<file path="src/rtl/vga_scan.sv">
// vga_scan: 640x480@60 VGA timing, line-buffer fetch and 4-clock colour/sync pipeline.
// Two clocks per pixel; each RAM word holds two pixels {left, right}.
module vga_scan #(
  parameter logic [15:0] BUF1_START = 16'h0000,
  parameter logic [15:0] BUF2_START = 16'h1400,
  parameter int          FONT_ROWS  = 16
) (
  input  logic        CLK50MHz,
  input  logic        RST_N,
  output logic [10:0] XCoord,
  output logic [10:0] YCoord,
  output logic [15:0] RADDR_VGA,
  output logic        MR_VGA_ON,
  input  logic [15:0] DATA_OUT_VGA,
  output logic [2:0]  VGA_R,
  output logic [2:0]  VGA_G,
  output logic [1:0]  VGA_B,
  output logic        HSYNC,
  output logic        VSYNC,
  output logic        FRAME_TICK
);
  localparam int ROW_BITS = $clog2(FONT_ROWS);
  logic p;
  logic [10:0] hc, vc;
  logic active, last_h, last_v, fetch, fetch_d;
  logic [15:0] lin, base, word;
  logic [3:0] cur;
  logic [2:0][3:0] pipe;
  assign XCoord = hc;
  assign YCoord = vc;
  always_comb begin
    active = hc < 11'd640 && vc < 11'd480;
    last_h = hc == 11'd799;
    last_v = vc == 11'd524;
    fetch  = !p && !hc[0] && active;
    lin    = 16'(vc[ROW_BITS-1:0]) * 16'd640 + 16'(hc);
    base   = vc[ROW_BITS] ? BUF2_START : BUF1_START;
    // {active, hsync, vsync, byte select} for the position currently held
    cur    = {active, !(hc >= 11'd656 && hc <= 11'd751), !(vc >= 11'd490 && vc <= 11'd491), hc[0]};
  end
  always_ff @(posedge CLK50MHz or negedge RST_N)
    if (!RST_N) begin
      p  <= 1'b0;
      hc <= '0;
      vc <= '0;
      FRAME_TICK <= 1'b0;
    end else begin
      p <= ~p;
      FRAME_TICK <= p && last_h && last_v;
      if (p) begin
        hc <= last_h ? 11'd0 : hc + 11'd1;
        if (last_h) vc <= last_v ? 11'd0 : vc + 11'd1;
      end
    end
  always_ff @(posedge CLK50MHz or negedge RST_N)
    if (!RST_N) begin
      RADDR_VGA <= BUF1_START;
      MR_VGA_ON <= 1'b0;
      fetch_d   <= 1'b0;
      word      <= '0;
    end else begin
      MR_VGA_ON <= fetch;
      fetch_d   <= MR_VGA_ON;
      if (fetch) RADDR_VGA <= base + (lin >> 1);
      if (fetch_d) word <= DATA_OUT_VGA;
    end
  // three stages here plus the output register give the 4-clock delay
  always_ff @(posedge CLK50MHz or negedge RST_N)
    if (!RST_N) begin
      pipe  <= {3{4'b0110}};
      {VGA_R, VGA_G, VGA_B} <= 8'd0;
      HSYNC <= 1'b1;
      VSYNC <= 1'b1;
    end else begin
      pipe  <= {pipe[1:0], cur};
      {VGA_R, VGA_G, VGA_B} <= pipe[2][3] ? (pipe[2][0] ? word[7:0] : word[15:8]) : 8'd0;
      HSYNC <= pipe[2][2];
      VSYNC <= pipe[2][1];
    end
endmodule

</file>
<file path="config.mk">
export PLATFORM = sky130hd
export DESIGN_NAME = vga_scan
export DESIGN_NICKNAME = d
export VERILOG_FILES = /design/src/rtl/vga_scan.sv
export SDC_FILE = /design/constraint.sdc
export NUM_CORES = 1
export LEC_CHECK = 0
export ABC_CLOCK_PERIOD_IN_PS = 6650
export CORE_UTILIZATION = 45
export CTS_BUF_LIST = sky130_fd_sc_hd__clkbuf_8 sky130_fd_sc_hd__clkbuf_16
export CTS_CLUSTER_SIZE = 40
export DETAILED_ROUTE_END_ITERATION = 10
export GPL_ROUTABILITY_DRIVEN = 0
export GPL_TIMING_DRIVEN = 0
export HOLD_SLACK_MARGIN = 0.1
export PLACE_DENSITY = 0.69
export SLEW_MARGIN = 30
export SYNTH_ARGS = -nofsm -noshare
export SYNTH_HDL_FRONTEND = slang
export SYNTH_SLANG_ARGS = --single-unit
</file>
<file path="constraint.sdc">
create_clock -name CLK50MHz -period 6.65 [get_ports CLK50MHz]
set_input_delay 1.995 -clock CLK50MHz [delete_from_list [all_inputs] [get_ports CLK50MHz]]
set_output_delay 1.995 -clock CLK50MHz [all_outputs]
set_load 0.005 [all_outputs]
</file>
==> results by group <==
Critical path
  – CP Depth: 1
  – Worst Setup Start Kind: flop
  – Reg-to-reg startpoint: YCoord[3]$_DFFE_PN0P_
  – Critical Path, Cell by Cell: clkdlybuf4s50_1
  – R2r setup slk: roughly 3600 ps
  – Worst EP required: 4660 ps
  – Bufs and invs on worst path: 1
  – Crit path largest cell delay: 590 ps
  – Reg2Reg Depth: 10
  – Slowest cell on the critical path: dfrtp_1
  – Crit Path Category: reg2out
  – Reg2Reg Capture Point: RADDR_VGA[13]$_DFFE_PN0P_
  – Worst-path maximum fanout: 11
  – Top cell family by delay on the critical path: flip-flops
  – Crit end category: primary output
  – Worst EP arrival: 1520 ps

Yosys
  – Synth Area per Inst: 12.19 um2
  – Leading area contributor after synthesis: dfrtp_1
  – Compound-Gate Fraction of Synth Area: 0.05923
  – Main combinational cell family by area after synthesis: simple AND/OR/NAND/NOR gates
  – Area share of xor/xnor cells in the synthesized design: 0.04339
  – Ys flop type: dfrtp_1
  – EDFF count, synth: 0
  – Area contributors post-synth: dfrtp_1 (49%), dfstp_2 (5.8%), mux2_2 (5.0%)
  – Adder-cell share of the synthesized area: 0.05923
  – Syn_nets: ~330
  – Asr flop ratio synth: 1.000
  – FF+latch count, synth: around 80
  – Syn Std Cell Area: ~0.0036 mm2
  – Netlist cell types: between 40 and 50
  – Ys Warns: 0
  – Simple-gate share of the synthesized area: 0.1326
  – Commonest cells in the netlist: dfrtp_1 (71), mux2_2 (16)
  – Mux cell area share after synthesis: 0.1123
  – Syn Inst Count: approximately 300
  – Sequential fraction of the synthesis area: 0.5468
  – Synth top area share: 0.4890
  – Most common cell in the netlist: dfrtp_1

Pwr
  – Logic pwr share: 0.040
  – Switching Fraction: 0.2256
  – Worst VDD drop: between 80 and 90 uV
  – Clock share of power: 0.376
  – Sw Pwr: about 0.19 mW
  – Pint: ~0.65 mW
  – Seq pwr share: 0.584
  – PD cells: between 150 and 200 mW/mm2
  – Lkg Pwr: approximately 2.1 nW

Clocking
  – Clock sink count: between 70 and 80
  – CTS max path bufs: 2
  – # hold bufs at CTS: 0
  – Root Buffer: clkbuf_8
  – Total setup buffers inserted after CTS: 0
  – Post-CTS sizing: 0
  – H-tree Lvls: 3
  – Cts bufs inserted: 9
  – CTS tree: done
  – Reg clk slew, reported paths: approximately 80 ps
  – Clk_lat worst skew: around 350 ps

Layout
  – Area growth from synthesis to layout: 27.00%
  – Ratio of cells with drive above 1 in the final layout: 0.1785
  – Final nets: 410
  – Ant. Diodes: 0

Floorplanning
  – Initial Utilization: 0.4678
  – Die height: ~92 um
  – Die X-Extent: 91.86 um
  – Core area: about 0.008 mm2
  – Die Footprint: 0.008437 mm2
  – Row Count: 32
  – I/O pins: 68

Timing
  – RSZ-0062 raised after global routing: no
  – Minimum clock period: 3516 ps
  – Least-Margin Pin Slew: a little over 600 ps
  – Fin Hold WS: around 350 ps
  – Final setup viols: 0
  – Slew margin rel.: 0.5862
  – Tcrit/Tclk final: 0.5288
  – FMAX: about 0.28 GHz
  – Final count of pins violating max slew: 0
  – Final Hold Vio Count: 0
  – Fin Setup TNS: 0 ps
  – Setup Skew: just over 10 ps

Drt
  – Initial DRC Count: 106
  – Vias per cell: 5.104
  – Final wirelength: 7.052 mm
  – Routed Antenna Nets: 0
  – 1st-pass router iterations: 4
  – WL/cell: 14.60 um
  – # DRC: 0
  – Vias post-DR: about 2,500

Placement
  – DP Wirelength: 4.898 mm
  – PortBufs: 66

Worst hold path
  – Worst hold path cell count: 0
  – Hold Crit Start: pipe[7]$_DFF_PN0_
  – Hold Crit Class: reg2reg
  – WHS Endpoint: pipe[11]$_DFF_PN0_

Global routing
  – Vias in the first global route: approximately 2,300
  – First-pass GRT wire length: between 10 and 15 mm
  – Tot GR Track Use: 0.1804
  – Largest net degree at the start of global routing: 44
  – Initial antenna violation count: 0
  – Total grt overflow: 0

Run
  – Max-Cap Viols: 0

Status
  – Status: finished clean
[flip-flops by register name, indices dropped and copies added, names as in the netlist, 2 cells and up]
name and cells:
VGA_G 3, RADDR_VGA 15, VGA_B 2, pipe 12, YCoord 11, XCoord 11
word 16, VGA_R 3
[cell families (layout without fill, tap and decap cells)]
group / after synthesis / after routing
AO/OA/AOI/OAI: 36 / 36
adder cells (fa/ha/maj): 16 / 16
XOR/XNOR: 18 / 18
AND/OR/NAND/NOR: 82 / 82
multiplexers: 35 / 35
buffers and inverters: 31 / 114
other: 1 / 1
flip-flops: 79 / 79
[routing by layer]
metal | share of wire | GRT usage
met2 | 0.45 | 0.2755
met1 | 0.49 | 0.2477
met5 | 0 | 0
met3 | 0.049 | 0.04643
met4 | 0.011 | 0.06641
[power groups by stage]
stage | clock network [mW] | logic (mW) | registers [mW]
finish | 0.316 | 0.0334 | 0.491
detailed placement | 0 | 0.0343 | 0.500
global route | 0.350 | 0.0377 | 0.492
CTS | 0.325 | 0.0345 | 0.491
floorplan | 0 | 0.00730 | 0.500
global placement | 0 | 0.0324 | 0.500
[layout by cell type, fill, tap and decap left out, types with 3 or more instances in the layout]
cell	synthesis	final
dfrtp_1	71	71
clkdlybuf4s50_1	0	65
mux2_2	16	16
nor2b_1	14	14
xnor2_1	14	14
nand2_1	14	14
ha_1	14	14
nor2_1	13	13
inv_1	11	12
o21ai_1	12	12
a21oi_1	10	10
mux2i_1	10	10
nand4_1	10	10
buf_4	9	10
clkbuf_8	0	10
dfstp_2	8	8
nand3_1	8	8
mux2_4	7	7
buf_2	6	6
xor2_1	4	4
o31ai_1	4	4
clkbuf_1	3	3
and3_1	3	3
or3_1	3	3
nand3b_1	3	3
[worst max-delay path by stage]
stage / start / end / slack, ps
final: YCoord[2]$_DFFE_PN0P_ / YCoord[2] / 3130
after global routing: XCoord[0]$_DFFE_PN0P_ / XCoord[0] / 3050
after CTS: XCoord[0]$_DFFE_PN0P_ / XCoord[0] / 3110
after detailed placement: XCoord[0]$_DFFE_PN0P_ / XCoord[0] / 3480
after global placement: RST_N / YCoord[8]$_DFFE_PN0P_ / 880
after floorplan: YCoord[3]$_DFFE_PN0P_ / RADDR_VGA[13]$_DFFE_PN0P_ / 3780
[final cells by class]
class / count / area, um2
sequential: 79 / 1987
clock inverter: 6 / 37.54
multi-input combinational: 188 / 1481
clock buffer: 10 / 137.6
buffer: 20 / 123.9
tap: 102 / 127.6
inverter: 11 / 41.29
timing repair buffer: 67 / 678.2
fill: 658 / 3153
[through the flow]
step / power, mW / setup slack, ps / util / instance area [um2] / cells
floorplan: 0.5071 / 3783 / - / 3633 / 298
global placement: 0.5322 / 877.3 / 0.5693 / 4422 / 466
detailed placement: 0.5343 / 3485 / 0.5715 / 4439 / 467
CTS: 0.8503 / 3106 / 0.5941 / 4614 / 483
global route: 0.8791 / 3047 / 0.5941 / 4614 / 483
finish: 0.8399 / 3134 / 0.5941 / 4614 / 483
(Power assumes the default switching activity.)
